## config.mk

```make
export PLATFORM = sky130hd
export DESIGN_NAME = serial_master
export DESIGN_NICKNAME = d
export VERILOG_FILES = /design/src/rtl/serial_master.sv
export SDC_FILE = /design/constraint.sdc
export NUM_CORES = 1
export LEC_CHECK = 0
export ABC_CLOCK_PERIOD_IN_PS = 2300
export CORE_MARGIN = 5
export CORE_UTILIZATION = 52
export CTS_CLUSTER_SIZE = 25
export DETAILED_ROUTE_END_ITERATION = 12
export PLACE_DENSITY = 0.77
export SETUP_SLACK_MARGIN = 0.4
export SLEW_MARGIN = 15
export SYNTH_ARGS = -nofsm -noshare
export SYNTH_HDL_FRONTEND = slang
export SYNTH_SLANG_ARGS = --single-unit
```

## constraint.sdc

```tcl
create_clock -name clk -period 2.3 [get_ports clk]
set_input_delay 0.23 -clock clk [delete_from_list [all_inputs] [get_ports clk]]
set_output_delay 0.23 -clock clk [all_outputs]
set_load 0.03 [all_outputs]
```

## src/rtl/serial_master.sv

```systemverilog
// rtl/serial_master.sv - byte-wide LSB-first serial master driving SCK/MOSI and capturing MISO
module serial_master #(
  parameter int HALF_PERIOD = 4
) (
  input  logic       clk,
  input  logic       res,
  input  logic       start,
  input  logic [7:0] sendData,
  output logic [7:0] receivedData,
  output logic       busy,
  output logic       done,
  output logic       SCK,
  output logic       MOSI,
  input  logic       MISO
);

  generate
    if (HALF_PERIOD < 1) begin : g_bad_half_period
      $error("serial_master: HALF_PERIOD must be >= 1");
    end
  endgenerate

  localparam int HC_W = (HALF_PERIOD > 1) ? $clog2(HALF_PERIOD) : 1;
  localparam logic [HC_W-1:0] HC_LAST = HC_W'(HALF_PERIOD - 1);

  typedef enum logic [1:0] {
    IDLE  = 2'd0,
    LOW   = 2'd1,
    HIGH  = 2'd2,
    GUARD = 2'd3
  } state_t;

  state_t          state, state_nxt;
  logic [HC_W-1:0] half_cnt, half_nxt;
  logic [2:0]      bit_cnt, bit_nxt;
  logic [7:0]      tx_shift, tx_nxt;
  logic [7:0]      rx_shift, rx_nxt;
  logic [7:0]      rd_q, rd_nxt;
  logic            sck_q, sck_nxt;
  logic            mosi_q, mosi_nxt;
  logic            busy_q, busy_nxt;
  logic            done_q, done_nxt;
  logic            half_done;

  assign half_done    = (half_cnt == HC_LAST);
  assign receivedData = rd_q;
  assign busy         = busy_q;
  assign done         = done_q;
  assign SCK          = sck_q;
  assign MOSI         = mosi_q;

  // State and output registers; reset returns everything to idle values at once.
  always_ff @(posedge clk) begin
    if (res) begin
      state    <= IDLE;
      half_cnt <= '0;
      bit_cnt  <= '0;
      tx_shift <= '0;
      rx_shift <= '0;
      rd_q     <= '0;
      sck_q    <= 1'b1;
      mosi_q   <= 1'b0;
      busy_q   <= 1'b0;
      done_q   <= 1'b0;
    end else begin
      state    <= state_nxt;
      half_cnt <= half_nxt;
      bit_cnt  <= bit_nxt;
      tx_shift <= tx_nxt;
      rx_shift <= rx_nxt;
      rd_q     <= rd_nxt;
      sck_q    <= sck_nxt;
      mosi_q   <= mosi_nxt;
      busy_q   <= busy_nxt;
      done_q   <= done_nxt;
    end
  end

  // Next-state logic: one SCK low/high pair per bit; the last high half-period is the guard.
  always_comb begin
    state_nxt = state;
    half_nxt  = half_cnt;
    bit_nxt   = bit_cnt;
    tx_nxt    = tx_shift;
    rx_nxt    = rx_shift;
    rd_nxt    = rd_q;
    sck_nxt   = sck_q;
    mosi_nxt  = mosi_q;
    busy_nxt  = busy_q;
    done_nxt  = 1'b0;

    case (state)
      IDLE: begin
        sck_nxt  = 1'b1;
        mosi_nxt = 1'b0;
        busy_nxt = 1'b0;
        if (start) begin
          tx_nxt    = sendData;
          mosi_nxt  = sendData[0];
          sck_nxt   = 1'b0;
          busy_nxt  = 1'b1;
          bit_nxt   = 3'd0;
          half_nxt  = '0;
          state_nxt = LOW;
        end
      end

      LOW: begin
        if (half_done) begin
          // MISO has been stable for a full low half-period when SCK rises.
          half_nxt  = '0;
          sck_nxt   = 1'b1;
          rx_nxt    = {MISO, rx_shift[7:1]};
          state_nxt = (bit_cnt == 3'd7) ? GUARD : HIGH;
        end else begin
          half_nxt = half_cnt + 1'b1;
        end
      end

      HIGH: begin
        if (half_done) begin
          half_nxt = '0;
          if (bit_cnt == 3'd7) begin
            state_nxt = GUARD;
          end else begin
            bit_nxt   = bit_cnt + 3'd1;
            sck_nxt   = 1'b0;
            mosi_nxt  = tx_shift[bit_cnt + 3'd1];
            state_nxt = LOW;
          end
        end else begin
          half_nxt = half_cnt + 1'b1;
        end
      end

      GUARD: begin
        if (half_done) begin
          half_nxt  = '0;
          done_nxt  = 1'b1;
          busy_nxt  = 1'b0;
          rd_nxt    = rx_shift;
          mosi_nxt  = 1'b0;
          state_nxt = IDLE;
        end else begin
          half_nxt = half_cnt + 1'b1;
        end
      end

      default: begin
        state_nxt = IDLE;
      end
    endcase
  end

endmodule

```

Word-level counts from Yosys, hierarchy flattened
Index checks and enable logic that the tools add are counted.
W data, S select, Z words.
{"block": "word_totals", "regBits": 35, "inputBits": 12, "output_inout_bits": 12}
{"block": "op_classes", "n_reduce_logical": 15, "mux": 29, "magnitude_cmp": 1, "n_addsub": 2, "bitwise": 1, "n_eq_ne": 10}
{"op": "$reduce_and A4 Y1", "n": 4}
{"op": "$mux W2", "n": 7}
{"op": "$mux W1", "n": 12}
{"op": "$ne A2 B2 Y1 const B", "n": 5}
{"op": "$mux W3", "n": 3}
{"op": "$pmux W2 S4", "n": 1}
{"op": "$reduce_and A2 Y1", "n": 4}
{"op": "$eq A2 B2 Y1 const B", "n": 3}
{"op": "$pmux W1 S3", "n": 2}
{"op": "$pmux W3 S2", "n": 1}
{"op": "$reduce_bool A3 Y1", "n": 2}
{"op": "$lt A3 B4 Y1 const B", "n": 1}
{"op": "$pmux W2 S2", "n": 1}
{"op": "$reduce_bool A2 Y1", "n": 2}
{"op": "$add A3 B1 Y3 const B", "n": 1}
{"op": "$bmux W1 S3", "n": 1}
{"op": "$eq A3 B3 Y1 const B", "n": 1}
{"op": "$reduce_or A3 Y1", "n": 1}
{"op": "$add A2 B1 Y2 const B", "n": 1}
{"op": "$eq A2 B1 Y1 const B", "n": 1}
{"op": "$logic_not A2 Y1", "n": 1}
{"op": "$pmux W1 S2", "n": 1}
{"op": "$reduce_or A2 Y1", "n": 1}
{"op": "$not A1 Y1", "n": 1}

Logic depth before layout (Yosys ltp)
{"block": "depth", "depth_word": 6, "mapped_depth": 6}

Worst setup path before layout
OpenSTA, ideal clock, no wires.
{"block": "synth_path", "kind": "flip-flop to flip-flop", "startpoint": "reg bit_cnt[0]", "endpoint": "reg bit_cnt[0]", "synth_period_minus_slack_ns": 1.727, "setup_slack_ns": 0.573, "path_stages_with_launch": 7, "required_ns": 2.172, "arrival_time_ns": 1.599, "cell_sequence": "dfxtp_1 -> ha_1 -> ha_1 -> and2_0 -> a2111oi_4 -> mux2i_1 -> nor2_1"}
{"block": "synth_via", "elab_chain_cells": 4}
{"element": "start: declaration", "line_no": "35", "source": "logic [2:0] bit_cnt, bit_nxt;"}
{"element": "start signal: assignment", "line_no": "68", "source": "bit_cnt <= bit_nxt;"}
{"element": "$add A3 B1 Y3", "line_no": "126", "source": "bit_nxt = bit_cnt + 3'd1;"}
{"element": "$mux W3", "line_no": "123", "source": "if (bit_cnt == 3'd7) begin"}
{"element": "$mux W3", "line_no": "121", "source": "if (half_done) begin"}
{"element": "$pmux W3 S2", "line_no": "92", "source": "case (state)"}
Parallel ways exist; a longest one is shown, timed or not. The select of a mux whose other input is x is not followed.
A chain may end at the register's enable or synchronous reset.

Worst setup path after layout
{"block": "layout_path", "startpoint": "reg state[0]", "endpoint": "reg bit_cnt[0]"}
{"block": "layout_via", "elab_chain_cells": 3}
{"element": "start: declaration", "line_no": "33", "source": "state_t state, state_nxt;"}
{"element": "start signal: assignment", "line_no": "66", "source": "state <= state_nxt;"}
{"element": "$eq A2 B2 Y1 or $logic_not A2 Y1 (tied branches)", "line_no": "92"}
{"element": "$ne A2 B2 Y1 (no source line) or $reduce_bool A2 Y1 (tied branches)"}
{"element": "$reduce_and A4 Y1 (no source line)"}
Parallel ways exist; a longest one is shown, timed or not.

==> results.md <==
- Final Max Slew Viols: 0
- Final-stage net count: ~240
- Placement Cell Area: around 0.0018 mm^2
- Fin crit period: about 1.8 ns
- Synthesized area per cell: 8.20 um^2
- Die area: 0.00419 mm^2
- Number of CTS-inserted buffers: 5
- Post-layout util: around two thirds
- Syn_nets: between 200 and 250
- CTS sink cnt: 35
- Setup crit start kind: register
- M3 GR Usage: 6.74%
- # placed instances: ~240
- Setup CP Type: reg -> reg
- Yosys warns: 0
- Delay-heaviest family, CP: flip-flops
- Sequential area share after synthesis: between 40% and 50%
- Max-Cap Viols: 0
- DP Wirelength: around 2500 um
- CTS clk-pin slew, worst paths: approximately 0.11 ns
- Filler cell count: roughly 240
- DRC: 0
- Die height: approximately 65 um
- RSZ-0062 raised after global routing: yes
- DR iter-0 viols: 95
- Synth area leader: dfxtp_1
- WP data required: roughly 2.5 ns
- Overall Global Routing Usage: ~17%
- Net Sw Frac: 37.4%
- CP peak stage delay: around 0.42 ns
- Slowest cell on the critical path: dfxtp_1
- GRT Residual Overflow: 0
- Detailed-route via count: around 1400
- Antenna cells: 0
- Critical Path Fanout Max: 5
- Vias in the first global route: between 1000 and 1500
- Worst vdd ir: around 500 uV
- Static Leak: ~0.67 nW
- Drt wl/cell: ~14 um
- Sequential power share: 42.6%
- Fin cells: about 250
- Synth unique cells: 27
- Clk_skew: 0.00890 ns
- CP Cell Sequence: inv_1, ha_1, nor2b_1, a2111oi_4, mux2i_1, nor2_1
- GPL Wtd Cong: roughly 0.9
- Final Instance Area: around 0.0019 mm^2
- Initial antenna violation count: 0
- Post-synth top area share: 45.0%
- R2r setup slk: around 0.46 ns
- Top cells by count, synth: 37 x nand2_1, 35 x dfxtp_1, 34 x a21oi_1, 19 x nand3_1
- Pin count of the biggest net entering global routing: 19
- Async SR Flop Fraction: 0%
- Cell Area, Synth: roughly 0.0016 mm^2
- Met2 Use GR: 31.0%
- Reg2reg path depth: 6
- Final wirelength: 3540 um
- Most frequent cell after synthesis: nand2_1
- Port bufs: 23
- FMAX: between 0.5 and 0.6 GHz
- Most congested layer reported by global routing: met2
- Core Region: roughly 0.0028 mm^2
- CP arrival: 2.05 ns
- Buf/Inv on CP: 1
- Outcome: finished clean
- Post-synth EDFFs: 0
- Reg2reg start: state[0]$_SDFFE_PP0P_
- Worst Hold Class: in -> reg
- Clk Latency, worst-skew pair: ~0.34 ns
- Bufs on Longest Clock Path: 2
- CTS tree: yes
- Top cells by area, synth: dfxtp_1 45%, a21oi_1 11%, nand2_1 8.9%, ha_1 7.2%, nand3_1 6.1%
- Worst Setup End Kind: register
- Clock power share: 19.4%
- Ratio of cells with drive above 1 in the final layout: a little under a tenth
- Max-slew headroom: 54.6%
- Final hold slack: 0.437 ns
- Cell Rows: 19
- Tightest Pin Transition: roughly 0.68 ns
- Root Buffer: clkbuf_4
- Gate Count Post-Synth: 190
- Synth Flop Type: dfxtp_1
- R2R Path End: bit_cnt[0]$_SDFFE_PP0P_
- Layout area overhead: 21.1%
- Int Pwr: around 1.1 mW
- Final period util: around four fifths
- Fin. Hold Viols: 0
- DIE WIDTH: 64.7 um
- Number of top-level pins: 24
- Worst setup endpoint: bit_cnt[0]$_SDFFE_PP0P_
- Starting Density: between 50% and 60%
- DRT Pass-1 Iters: 4
- Number of setup violations in the final report: 0
- Cell Pwr Density: about 900 mW/mm^2
- Switching power: about 640 uW
- Setup TNS: 0 ns
- Comb pwr share: a little under two fifths
- H-tree lvl count: 2
- CTS Hold Bufs: 0
- Met1 usage: between 15 and 20%
- First-pass GRT wire length: a little under 6000 um
- Crit path from: state[0]$_SDFFE_PP0P_
- Final ANT Viol Nets: 0
- Via-per-instance ratio: about 5.7
- Post-CTS Setup Inserts: 0
- Critical path depth: 6
- Number of register bits inferred by synthesis: 35
==> cell families after synthesis <==
| family | Yosys count | synth area share, % |
|---|---|---|
| AOI/OAI and AO/OA | 48 | 18.3 |
| adders and majority gates | 9 | 7.23 |
| buffers and inverters | 16 | 3.86 |
| DFF | 35 | 45.0 |
| muxes | 4 | 3.37 |
| and+or+nand+nor | 78 | 22.2 |
==> worst min-delay path: stages <==
cell and delay, ns:
clkdlybuf4s50_1 0.40, nand3_1 0.06, a21oi_1 0.05
==> stage by stage <==
step	worst slack, ns	total power [mW]
final	0.464	1.70
after global routing	0.326	1.81
after CTS	0.410	1.69
after detailed placement	0.413	1.37
after global placement	0.481	1.34
after floorplan	0.573	1.19
==> power by group through the flow <==
stage / Sequential (mW) / Clock [mW] / Combinational, mW
6_report: 0.724 / 0.330 / 0.645
5_1_grt: 0.732 / 0.360 / 0.719
4_1_cts: 0.722 / 0.332 / 0.632
3_5_place_dp: 0.737 / 0 / 0.630
3_3_place_gp: 0.733 / 0 / 0.605
2_1_floorplan: 0.767 / 0 / 0.419
==> how the worst min path moves through the flow <==
stage	startpoint	end	slack, ns	cells past startpoint
floorplan	sendData[6]	tx_shift[6]$_SDFFE_PP0P_	0.38	2
CTS	sendData[3]	tx_shift[3]$_SDFFE_PP0P_	0.44	3
global route	sendData[3]	tx_shift[3]$_SDFFE_PP0P_	0.44	3
finish	sendData[3]	tx_shift[3]$_SDFFE_PP0P_	0.44	3
detailed placement	receivedData[7]$_SDFFE_PP0P_	receivedData[7]$_SDFFE_PP0P_	0.45	2
global placement	receivedData[7]$_SDFFE_PP0P_	receivedData[7]$_SDFFE_PP0P_	0.45	2
==> timing repair <==
item	4_1_cts	5_1_grt
setup endpoints to repair	1	6
gates cloned	0	0
gates resized for setup	1	2
pin swaps	0	1
==> flip-flops by register name, summed over array words and instances (netlist names) <==
signal	flops
bit_cnt	3
receivedData	8
SCK	1
done	1
busy	1
half_cnt	2
tx_shift	8
MOSI	1
rx_shift	8
state	2
==> per-layer routing <==
metal  routed length [um]  part of all wire, %  up-vias
met5                    0                    0        -
met3                  202                  5.7        2
met2                 1820                   51       37
li1                     -                    -      703
met1                 1500                   42      664
met4                   17                 0.48        0
==> layout by cell type, fill, tap and decap left out, drive strengths merged <==
cell type	instances
nor2	10
nand2	37
clkdlybuf4s50	23
o21ai	5
dfxtp	35
mux4	1
nor2b	3
nor3	1
nand2b	4
and2	2
nand3	19
a31o	1
mux2i	3
a31oi	2
clkinvlp	1
clkinv	1
o211ai	1
or3	1
a221oi	2
ha	9
nand3b	1
inv	6
buf	5
a21o	1
a21oi	35
a2111oi	1
clkbuf	6
==> area by class of cell <==
class                   count  area (um^2)  area share (%)
clock buffers               6         41.3            2.19
clock inverters             2         12.5           0.663
inverters                   6         22.5            1.19
multi-input cells         139          802            42.5
flip-flops and latches     35          702            37.2
well taps                  31         38.8            2.06
repair buffers             28          268            14.2
Note: power is estimated with default switching activity, not from simulation.
